$ cat src/rtl/serial_adder_nbit_if.sv
// Operand/result bundle for the bit-serial adder.
// The ovf signal exists only when SERIAL_ADDER_OVF_EN is defined.
interface serial_adder_nbit_if #(
  parameter int WIDTH = 4
);
  logic             start;
  logic [WIDTH-1:0] a;
  logic [WIDTH-1:0] b;
  logic             cin;
  logic             busy;
  logic             done;
  logic [WIDTH-1:0] sum;
  logic             cout;
`ifdef SERIAL_ADDER_OVF_EN
  logic             ovf;

  modport master (
    output start, a, b, cin,
    input  busy, done, sum, cout, ovf
  );

  modport slave (
    input  start, a, b, cin,
    output busy, done, sum, cout, ovf
  );
`else
  modport master (
    output start, a, b, cin,
    input  busy, done, sum, cout
  );

  modport slave (
    input  start, a, b, cin,
    output busy, done, sum, cout
  );
`endif
endinterface

$ cat src/rtl/serial_adder_nbit.sv
// Bit-serial N-bit adder: one full-adder cell plus a carry flop, LSB first.
// The result is ready WIDTH+1 cycles after an accepted start.
// The optional signed-overflow output is enabled by SERIAL_ADDER_OVF_EN.
//
// state   | meaning
// --------+--------------------------------------------------------------
// S_IDLE  | waiting for start; last result held on sum/cout
// S_SHIFT | one full-adder step per cycle, WIDTH cycles
// S_DONE  | one-cycle result-valid pulse; start here restarts directly
module serial_adder_nbit #(
  parameter int WIDTH = 4
) (
  input logic                clk,
  input logic                rst,
  serial_adder_nbit_if.slave bus
);

  localparam int CW = $clog2(WIDTH + 1);

  if (WIDTH < 2 || WIDTH > 32) begin : g_width_check
    $error("serial_adder_nbit: WIDTH must be in 2..32");
  end

  typedef enum logic [1:0] {
    S_IDLE  = 2'd0,
    S_SHIFT = 2'd1,
    S_DONE  = 2'd2
  } state_t;

  state_t           state;
  state_t           state_nxt;
  logic             load;
  logic             shift;
  logic             last;

  logic [WIDTH-1:0] a_sr;
  logic [WIDTH-1:0] b_sr;
  logic             c;
  logic [CW-1:0]    cnt;
  logic [WIDTH-1:0] sum_r;
  logic             cout_r;
  logic             busy_r;
  logic             done_r;

  logic             bit_s;
  logic             c_nxt;

  // The final shift is the one taken while the counter shows WIDTH-1.
  assign last  = (cnt == CW'(WIDTH - 1));

  // Single full-adder cell on the operand LSBs and the carry flop.
  assign bit_s = a_sr[0] ^ b_sr[0] ^ c;
  assign c_nxt = (a_sr[0] & b_sr[0]) | (c & (a_sr[0] ^ b_sr[0]));

  // State register.
  always_ff @(posedge clk) begin
    if (rst) state <= S_IDLE;
    else     state <= state_nxt;
  end

  // Next-state decode; start is only honoured in S_IDLE and S_DONE.
  always_comb begin
    state_nxt = state;
    load      = 1'b0;
    shift     = 1'b0;
    unique case (state)
      S_IDLE: begin
        if (bus.start) begin
          load      = 1'b1;
          state_nxt = S_SHIFT;
        end
      end
      S_SHIFT: begin
        shift = 1'b1;
        if (last) state_nxt = S_DONE;
      end
      S_DONE: begin
        if (bus.start) begin
          load      = 1'b1;
          state_nxt = S_SHIFT;
        end else begin
          state_nxt = S_IDLE;
        end
      end
      default: state_nxt = S_IDLE;
    endcase
  end

  // Operand capture, serial add and result accumulation.
  always_ff @(posedge clk) begin
    if (rst) begin
      a_sr   <= '0;
      b_sr   <= '0;
      c      <= 1'b0;
      cnt    <= '0;
      sum_r  <= '0;
      cout_r <= 1'b0;
    end else if (load) begin
      a_sr   <= bus.a;
      b_sr   <= bus.b;
      c      <= bus.cin;
      cnt    <= '0;
      sum_r  <= '0;
      cout_r <= 1'b0;
    end else if (shift) begin
      a_sr  <= a_sr >> 1;
      b_sr  <= b_sr >> 1;
      c     <= c_nxt;
      sum_r <= {bit_s, sum_r[WIDTH-1:1]};
      cnt   <= cnt + CW'(1);
      if (last) cout_r <= c_nxt;
    end
  end

`ifdef SERIAL_ADDER_OVF_EN
  logic ovf_r;

  // On the last shift c is the carry into the MSB and c_nxt the carry out.
  always_ff @(posedge clk) begin
    if (rst)                ovf_r <= 1'b0;
    else if (load)          ovf_r <= 1'b0;
    else if (shift && last) ovf_r <= c ^ c_nxt;
  end

  assign bus.ovf = ovf_r;
`endif

  // Status flags registered from the next state so they line up with it.
  always_ff @(posedge clk) begin
    if (rst) begin
      busy_r <= 1'b0;
      done_r <= 1'b0;
    end else begin
      busy_r <= (state_nxt == S_SHIFT);
      done_r <= (state_nxt == S_DONE);
    end
  end

  assign bus.busy = busy_r;
  assign bus.done = done_r;
  assign bus.sum  = sum_r;
  assign bus.cout = cout_r;

endmodule

$ cat src/flat_wrapper.sv
// flat-port wrapper written by rule: the top's interface ports become plain ports
module serial_adder_nbit_flat 
#(
  parameter int WIDTH = 4
)
  (clk, rst, bus_start, bus_a, bus_b, bus_cin, bus_busy, bus_done, bus_sum, bus_cout);
  serial_adder_nbit_if #(.WIDTH(WIDTH)) bus_i ();
  input logic clk;
  input logic rst;
  input wire logic [$bits(bus_i.start)-1:0] bus_start;
  input wire logic [$bits(bus_i.a)-1:0] bus_a;
  input wire logic [$bits(bus_i.b)-1:0] bus_b;
  input wire logic [$bits(bus_i.cin)-1:0] bus_cin;
  output wire logic [$bits(bus_i.busy)-1:0] bus_busy;
  output wire logic [$bits(bus_i.done)-1:0] bus_done;
  output wire logic [$bits(bus_i.sum)-1:0] bus_sum;
  output wire logic [$bits(bus_i.cout)-1:0] bus_cout;
  assign bus_i.start = bus_start;
  assign bus_i.a = bus_a;
  assign bus_i.b = bus_b;
  assign bus_i.cin = bus_cin;
  assign bus_busy = bus_i.busy;
  assign bus_done = bus_i.done;
  assign bus_sum = bus_i.sum;
  assign bus_cout = bus_i.cout;
  serial_adder_nbit #(.WIDTH(WIDTH)) u_core (.clk(clk), .rst(rst), .bus(bus_i));
endmodule
$ cat config.mk
export PLATFORM = sky130hd
export DESIGN_NAME = serial_adder_nbit_flat
export DESIGN_NICKNAME = d
export VERILOG_FILES = /design/src/rtl/serial_adder_nbit_if.sv /design/src/rtl/serial_adder_nbit.sv /design/src/flat_wrapper.sv
export SDC_FILE = /design/constraint.sdc
export NUM_CORES = 1
export LEC_CHECK = 0
export BUFFER_PORTS_ARGS = -buffer_cell sky130_fd_sc_hd__buf_2
export CORE_ASPECT_RATIO = 1.25
export CORE_MARGIN = 5
export CORE_UTILIZATION = 45
export CTS_BUF_LIST = sky130_fd_sc_hd__clkbuf_4
export DETAILED_ROUTE_END_ITERATION = 10
export PLACE_DENSITY_LB_ADDON = 0.3
export SETUP_SLACK_MARGIN = 0.1
export SLEW_MARGIN = 20
export SYNTH_ARGS = -nofsm -noshare
export SYNTH_HDL_FRONTEND = slang
export SYNTH_SLANG_ARGS = --single-unit
$ cat constraint.sdc
create_clock -name clk -period 1 [get_ports clk]
set_input_delay 0.2 -clock clk [delete_from_list [all_inputs] [get_ports clk]]
set_output_delay 0.2 -clock clk [all_outputs]
set_load 0.01 [all_outputs]
==> flow_summary.ini, run 1 <==
[worst_setup_path]
critPathKind = flop to flop
critPathSlowestCell = fa_2
reg2reg_to = u_core.bus.sum[3]$_SDFFE_PP0N_
cp-end-kind = flop
worst-path-stages = 3
r2r_cells = 3
crit_buf_inv = 0
startpoint = u_core.a_sr[0]$_SDFFE_PP0P_
critical_path.max_fanout = 2
start_kind = flop
cp_top_family = adder cells
reg2reg_from = u_core.a_sr[0]$_SDFFE_PP0P_
critPathMaxStageDelay_ns = 0.57
arrival_ns = 1.44
crit_chain = fa_2, nand2_1, a21oi_2
endpoint = u_core.bus.sum[3]$_SDFFE_PP0N_
worst-r2r-setup-slack_ns = -0.18
critPathRequiredTime_ns = 1.26

[sta]
finalCriticalPeriod_ns = 1.18
hold_ws_ns = 0.154
rsz0062_at_grt = yes
slew_violations = 0
fin_crit_sh_pct = 118
setup_viol = 20
slew_headroom_pct = 86.3
fmax_ghz = 0.848
tightest_slew_ns = 0.206
hold_viol_final = 0
skew_ns = 0.00314
worst_slack_ns = -0.180

[clock_network]
clk_latency_ns = 0.32
cts.path.max_buffers = 2
htree_num_levels = 1
tritoncts = built
cts.hold.buffers_added = 0
clock-root-buffer = clkbuf_4
cts_buffers = 3
clkTransAtPathRegs_ns = 0.13
cts_sinks = 21

[final_layout]
final_cell_mix = 16 x nand2_1, 14 x buf_2, 11 x dfxtp_1
multi_input_area_um2 = 502
regArea_um2 = 438
stdcell_area_um2 = 1300
utilization_pct = 72.8
final_nets = 142
fillerInstances = 129
drive_above_1_share_pct = 56.3
diodes = 0
syn2layout_area_growth_pct = 52.0
mostFrequentLayoutCell = nand2_1

[route]
wirelength_um = 2400
drt_iter0_markers = 13
drt_pass1_iterations = 4
num_vias = 808
antenna_left = 0
drc = 0
post_drt_wl_per_cell_um = 16.5
viasPerCell = 5.57

[synthesis]
synth_nets = 109
synth_cell_types = 23
postSynthAreaPerCell_um2 = 9.10
syn_area_um2 = 856
synthTopCellsByArea = dfxtp_1 49%, nand2_1 9.2%, a311oi_1 5.1%, nor2_1 4.8%, a21oi_1 4.7%
synth_seq_area_share_pct = 49.1
yosys_warnings = 0
netlist.area_leader.share_pct = 49.1
synthCells = 94
synth_top_cell_by_area = dfxtp_1
synth_seq_cells = 21

[placement]
gp_congestion = 0.723
placed_cell_area_um2 = 1020
port_buffers = 18
dp_hpwl_um = 1320
preCtsSetupSlack_ns = -0.0949

[power_and_ir_drop]
switching_power_uw = 494
seq_power_share_pct = 53.3
leakagePower_nw = 0.509
p_per_area_nw_per_um2 = 1330
power.share.clock_pct = 25.5
p_sw_share_pct = 28.7
combPwrFrac_pct = 21.2
vdd_drop_max_v = 0.00107
p_int_mw = 1.23

[floorplan]
ioPinCount = 19
die_area_um2 = 2880
rows = 17
start_util_pct = 47.9
die_w_um = 49.0
die_h_um = 58.8
fp.coreArea_um2 = 1790

[global_route]
antenna_found_initial = 0
grt_start_max_net_pins = 18
grt.total_usage_pct = 16.4
grt_pass1_vias = 750
grt_pass1_wl_um = 3550
overflow = 0

[status]
violations = setup timing
outcome = complete, but fails checks

[run]
cap_violations = 0

[min_path]
min_path_type = primary input to flop
-- sequential cells by signal (all words and copies together), names as in the netlist, 2 cells and up --
| signal | count |
|---|---|
| u_core.a_sr | 4 |
| u_core.cnt | 3 |
| u_core.bus.sum | 4 |
| u_core.state | 2 |
| u_core.b_sr | 4 |
-- layer usage --
layer	GRT usage, %	routed length (um)
met4	10.0	57
met1	19.1	998
met3	4.56	116
met2	26.7	1220
met5	0	0
-- stage by stage --
stage | instances | TNS [ns] | power (mW)
2_1_floorplan | 94 | -0.0909 | 1.09
3_3_place_gp | 131 | -0.227 | 1.16
3_5_place_dp | 131 | -0.523 | 1.17
4_1_cts | 140 | -0.792 | 1.63
5_1_grt | 145 | -2.78 | 1.80
6_report | 145 | -1.73 | 1.72
-- synthesized netlist by cell type (all sizes together) --
master  instances
a211oi          1
a21oi           8
a22oi           2
a311oi          5
and2b           2
buf             4
clkbuf          2
dfxtp          21
fa              1
ha              2
inv             1
mux2i           2
nand2          21
nand2b          3
nand3           3
nand3b          1
nor2           11
nor3            2
o21a            1
xnor2           1
-- worst min path at each step --
stage / start / to / slack [ns] / depth (start not counted)
detailed placement: u_core.bus.cout$_SDFFE_PP0P_ / u_core.bus.cout$_SDFFE_PP0P_ / 0.45 / 2
finish: bus_a[0] / u_core.a_sr[0]$_SDFFE_PP0P_ / 0.15 / 3
floorplan: rst / u_core.a_sr[0]$_SDFFE_PP0P_ / 0.27 / 1
CTS: bus_a[2] / u_core.a_sr[2]$_SDFFE_PP0P_ / 0.15 / 3
global route: bus_a[2] / u_core.a_sr[2]$_SDFFE_PP0P_ / 0.14 / 3
global placement: u_core.bus.sum[0]$_SDFFE_PP0N_ / u_core.bus.sum[0]$_SDFFE_PP0N_ / 0.45 / 2
-- logic make-up after synthesis --
logic type                 share of synthesized area, %
and+or+nand+nor                                    22.1
muxes                                              2.34
adders and majority gates                          5.26
AOI/OAI and AO/OA                                  13.9
DFF                                                49.1
xor gates and xnor gates                           1.02
buffers and inverters                              6.29
-- area by class of cell --
class                   count  area share, %
multi-input cells          67           38.6
flip-flops and latches     21           33.7
repair buffers             33           23.4
well taps                  19           1.83
clock buffers               3           1.73
clock inverters             1          0.577
inverters                   1          0.288
-- power groups by stage --
stage / Clock [mW] / Sequential, mW / Combinational [mW]
final: 0.439 / 0.919 / 0.366
after global routing: 0.483 / 0.925 / 0.395
after CTS: 0.447 / 0.911 / 0.269
after detailed placement: 0 / 0.931 / 0.237
after global placement: 0 / 0.928 / 0.228
after floorplan: 0 / 0.928 / 0.164
-- worst min-delay path: stages --
cell	delay, ns
buf_2	0.09
nor2_1	0.10
a311oi_1	0.05
-- timing repair --
item / CTS / global route
endpoints found under the setup margin: 28 / 28
buffers inserted: 4 / 3
pin swaps: 6 / 6
cloned: 1 / 2
hold endpoints to repair: 0 / 0
gates resized for setup: 14 / 18
Power figures use the tool's default switching activity.
==> run 2, diff against run 1 <==
--- a/config.mk
+++ b/config.mk
@@ -8,7 +8,7 @@
 export BUFFER_PORTS_ARGS = -buffer_cell sky130_fd_sc_hd__buf_2
 export CORE_ASPECT_RATIO = 1.25
 export CORE_MARGIN = 5
-export CORE_UTILIZATION = 45
+export CORE_UTILIZATION = 49
 export CTS_BUF_LIST = sky130_fd_sc_hd__clkbuf_4
 export DETAILED_ROUTE_END_ITERATION = 10
 export PLACE_DENSITY_LB_ADDON = 0.3
==> flow_summary.ini, run 2 (synthesized netlist as in run 1, its figures left out) <==
[sta]
setup_tns_ns = -0.702
hold_viol_final = 0
setup_viol = 14
worst_slack_ns = -0.122
finalCriticalPeriod_ns = 1.12
tightest_slew_ns = 0.196
fmax_ghz = 0.892
slew_headroom_pct = 86.8
fin_crit_sh_pct = 112
slew_violations = 0
rsz0062_at_grt = yes
hold_ws_ns = 0.175
skew_ns = 0.00904

[clock_network]
cts_buffers = 3
cts.hold.buffers_added = 0
cts.path.max_buffers = 2
tritoncts = built
clock-root-buffer = clkbuf_4
htree_num_levels = 1
clk_latency_ns = 0.30
clkTransAtPathRegs_ns = 0.11
cts_sinks = 21

[min_path]
min_path_type = primary input to flop
worstHoldEndpoint = u_core.b_sr[1]$_SDFFE_PP0P_
hp-start = bus_b[1]
hold_depth = 3

[worst_setup_path]
start_kind = flop
startpoint = u_core.c$_SDFFE_PP0P_
critPathRequiredTime_ns = 1.24
arrival_ns = 1.36
cp-end-kind = flop
critical_path.max_fanout = 2
critPathKind = flop to flop
r2r_cells = 3
reg2reg_to = u_core.bus.sum[3]$_SDFFE_PP0N_
worst-r2r-setup-slack_ns = -0.12
reg2reg_from = u_core.c$_SDFFE_PP0P_

[final_layout]
mostFrequentLayoutCell = nand2_1
utilization_pct = 72.9
regArea_um2 = 435
final_cell_mix = 17 x nand2_1, 14 x buf_2, 11 x buf_4, 11 x dfxtp_1
fillerInstances = 129
syn2layout_area_growth_pct = 46.8
drive_above_1_share_pct = 56.7
final_nets = 143
diodes = 0
multi_input_area_um2 = 505

[floorplan]
start_util_pct = 49.7
die_h_um = 56.7
ioPinCount = 19
rows = 17
fp.coreArea_um2 = 1720
die_w_um = 47.4
die_area_um2 = 2690

[power_and_ir_drop]
fin_total_pwr_mw = 1.66
p_per_area_nw_per_um2 = 1320
leakagePower_nw = 0.498
vdd_drop_max_v = 0.00107

[global_route]
grt_pass1_vias = 842
grt.total_usage_pct = 17.7
grt_start_max_net_pins = 14
overflow = 0
antenna_found_initial = 0
grt_pass1_wl_um = 3450

[route]
wirelength_um = 2100
antenna_left = 0
num_vias = 781
drt_pass1_iterations = 4
post_drt_wl_per_cell_um = 14.4
viasPerCell = 5.35
drt_iter0_markers = 19
drc = 0

[run]
cap_violations = 0

[placement]
port_buffers = 18
dp_hpwl_um = 1310
gp_congestion = 0.701
preCtsSetupSlack_ns = -0.0997

[status]
violations = setup timing
outcome = complete, but fails checks
run 2: power breakdown:
group	switching (mW)	leakage [nW]	internal, mW
Sequential	0.0324	0.177	0.881
Combinational	0.157	0.303	0.163
Clock	0.242	0.0184	0.182
run 2: critical path: stages, from the launching register on:
cell and delay (ns):
dfxtp_2 0.35, fa_2 0.56, nand2_1 0.05, a21oi_1 0.11
run 2: per-layer routing:
layer  vias to the layer above  GRT usage (%)  wire length, um
met4                         0           9.09               40
met2                        21           29.5             1090
met3                         6           2.24               82
met5                         -              0                0
li1                        384              -                -
met1                       370           20.8              883
run 2: cell type report:
class,count,share of cell area [%]
Timing Repair Buffer,34,20.5
Tap cell,19,1.89
Clock buffer,4,2.39
Multi-Input combinational cell,67,40.2
Inverter,1,0.299
Sequential cell,21,34.7
run 2: through the flow:
stage / instance area [um2] / cells
after global placement: 1030 / 133
final: 1260 / 146
after detailed placement: 1030 / 133
after CTS: 1200 / 145
after floorplan: 906 / 94
after global routing: 1260 / 146
run 2: worst max path at each step:
stage | to | slack (ns) | depth (start not counted)
2_1_floorplan | u_core.bus.sum[3]$_SDFFE_PP0N_ | -0.06 | 3
3_3_place_gp | u_core.bus.sum[3]$_SDFFE_PP0N_ | -0.07 | 3
3_5_place_dp | u_core.bus.sum[3]$_SDFFE_PP0N_ | -0.1 | 3
4_1_cts | u_core.bus.sum[3]$_SDFFE_PP0N_ | -0.13 | 3
5_1_grt | u_core.bus.sum[3]$_SDFFE_PP0N_ | -0.15 | 3
6_report | u_core.bus.sum[3]$_SDFFE_PP0N_ | -0.12 | 3
run 2: what timing repair did:
| action | in CTS | in global routing |
|---|---|---|
| pin swaps | 10 | 4 |
| resized for setup | 23 | 12 |
| endpoints found under the setup margin | 28 | 28 |
| buffers inserted | 7 | 1 |
| cloned | 1 | 0 |
==> run 3, diff against run 2 <==
--- a/config.mk
+++ b/config.mk
@@ -5,7 +5,8 @@
 export SDC_FILE = /design/constraint.sdc
 export NUM_CORES = 1
 export LEC_CHECK = 0
-export BUFFER_PORTS_ARGS = -buffer_cell sky130_fd_sc_hd__buf_2
+export ABC_AREA = 1
+export BUFFER_PORTS_ARGS = -buffer_cell sky130_fd_sc_hd__buf_4
 export CORE_ASPECT_RATIO = 1.25
 export CORE_MARGIN = 5
 export CORE_UTILIZATION = 49
==> flow_summary.ini, run 3 <==
[final_layout]
drive_above_1_share_pct = 57.1
diodes = 0
syn2layout_area_growth_pct = 65.8
fin_cells = 182
final_nets = 179
mostFrequentLayoutCell = buf_4
utilization_pct = 84.8
final_cell_mix = 25 x buf_4, 17 x nand2_1, 15 x inv_1

[power_and_ir_drop]
combPwrFrac_pct = 24.9
p_per_area_nw_per_um2 = 1220
vdd_drop_max_v = 0.000805
p_int_mw = 1.24
p_sw_share_pct = 31.0
seq_power_share_pct = 51.8
switching_power_uw = 558
power.share.clock_pct = 23.3
leakagePower_nw = 0.649

[synthesis]
synth_top_cell_by_area = dfxtp_1
yosys_warnings = 0
syn_area_um2 = 892
synth_seq_area_share_pct = 47.1
synthTopCellsByArea = dfxtp_1 47%, nand2_1 10%, inv_1 9.3%, nor2_1 7.2%, nand3_1 6.7%
synthArstFlopShare_pct = 0
ys.flop_type = dfxtp_1
synth_cell_types = 15
synthCells = 123
postSynthAreaPerCell_um2 = 7.25
synth_nets = 138
synthTopCellsByCount = 24 x nand2_1, 22 x inv_1, 21 x dfxtp_1
synth_seq_cells = 21
synth_edf_count = 0
netlist.area_leader.share_pct = 47.1
yosysMostFrequentCell = nand2_1

[clock_network]
clkTransAtPathRegs_ns = 0.12
cts.path.max_buffers = 2
tritoncts = built
clk_latency_ns = 0.31
cts_buffers = 3
clock-root-buffer = clkbuf_4
cts_sinks = 21
htree_num_levels = 1
cts.hold.buffers_added = 0

[sta]
finalCriticalPeriod_ns = 1.16
skew_ns = 0.00544
rsz0062_at_grt = yes
hold_viol_final = 0
tightest_slew_ns = 0.239
fmax_ghz = 0.862
slew_headroom_pct = 84.0
worst_slack_ns = -0.160
setup_viol = 17
fin_crit_sh_pct = 116
slew_violations = 0

[status]
outcome = complete, but fails checks
violations = setup timing

[global_route]
grt_start_max_net_pins = 13
grt_pass1_vias = 957
antenna_found_initial = 0
grt_pass1_wl_um = 4190
grt.total_usage_pct = 21.2
overflow = 0

[floorplan]
rows = 17
die_h_um = 57.7
die_area_um2 = 2780
start_util_pct = 51.1
ioPinCount = 19
fp.coreArea_um2 = 1740
die_w_um = 48.2

[run]
cap_violations = 0

[worst_setup_path]
reg2reg_from = u_core.c$_SDFFE_PP0P_
startpoint = u_core.c$_SDFFE_PP0P_
critPathRequiredTime_ns = 1.26
arrival_ns = 1.42
critPathKind = flop to flop
cp-end-kind = flop
start_kind = flop
critical_path.max_fanout = 2

[min_path]
hp-start = bus_a[3]
min_path_type = primary input to flop

[route]
drt_pass1_iterations = 6
drc = 0
post_drt_wl_per_cell_um = 15.2
num_vias = 933
viasPerCell = 5.13
antenna_left = 0
wirelength_um = 2770
drt_iter0_markers = 23

[placement]
gp_congestion = 0.783
dp_hpwl_um = 1470
port_buffers = 18
dp_cells = 165
[run 3: changes by cell type after synthesis, moves of 3 or more]
cell and delta:
a311oi_1 -5, inv_1 +21, nand2_1 +3, nand3_1 +9, nor2_1 +6, o21ai_0 +6
[run 3: path summary, 6_finish.rpt]
kind / to / slack, ns / depth (start not counted)
min: u_core.a_sr[3]$_SDFFE_PP0P_ / 0.11 / 3
max reg2reg: u_core.bus.sum[3]$_SDFFE_PP0N_ / -0.16 / 3
max: u_core.bus.sum[3]$_SDFFE_PP0N_ / -0.16 / 3
min reg2reg: u_core.bus.sum[0]$_SDFFE_PP0N_ / 0.49 / 2
[run 3: power groups by stage]
stage	Sequential (mW)	Combinational, mW	Clock (mW)
5_1_grt	0.939	0.480	0.463
3_3_place_gp	0.933	0.271	0
2_1_floorplan	0.932	0.169	0
6_report	0.932	0.448	0.420
4_1_cts	0.930	0.384	0.411
3_5_place_dp	0.935	0.281	0
[run 3: cell families after synthesis]
logic type      after synthesis  share of synthesized area, %
flops                        21                          47.1
buf+inv                      25                          11.5
simple gates                 57                          26.4
compound gates               16                          8.98
fa+ha+maj                     3                          5.05
xor+xnor                      1                         0.982
[run 3: repair_timing]
action,in CTS,in global routing
pin swaps,23,5
gates cloned,2,0
setup buffers,7,4
resized for setup,55,14
setup endpoints to repair,28,28
[run 3: metal layers]
layer / wire length [um] / vias up / GRT usage [%] / part of all wire [%]
met4: 95 / 0 / 9.23 / 3.4
met1: 1010 / 440 / 22.1 / 37
met5: 0 / - / 0 / 0
li1: - / 464 / - / -
met3: 109 / 9 / 4.66 / 3.9
met2: 1550 / 20 / 37.9 / 56
[run 3: worst max-delay path, stage by stage (launching register included)]
cell	delay [ns]
dfxtp_2	0.36
fa_2	0.57
nand2_1	0.07
a21oi_2	0.11
[run 3: through the flow]
stage          hold slack (ns)  TNS [ns]  instance area [um2]  worst slack, ns  power [mW]
6_report                 0.110    -0.773                 1480           -0.160        1.80
2_1_floorplan            0.335    -0.168                  922          -0.0664        1.10
4_1_cts                  0.114    -0.408                 1400           -0.130        1.73
3_5_place_dp             0.442    -0.669                 1110           -0.131        1.22
5_1_grt                  0.123     -1.64                 1480           -0.189        1.88
3_3_place_gp             0.420    -0.460                 1110          -0.0894        1.20
[run 3: area by class of cell]
| class | count | area [um2] |
|---|---|---|
| clock inverter | 1 | 5.00 |
| sequential | 21 | 437 |
| multi-input combinational | 79 | 574 |
| timing repair buffer | 37 | 323 |
| fill | 96 | 265 |
| tap | 19 | 23.8 |
| clock buffer | 3 | 22.5 |
| inverter | 22 | 93.8 |
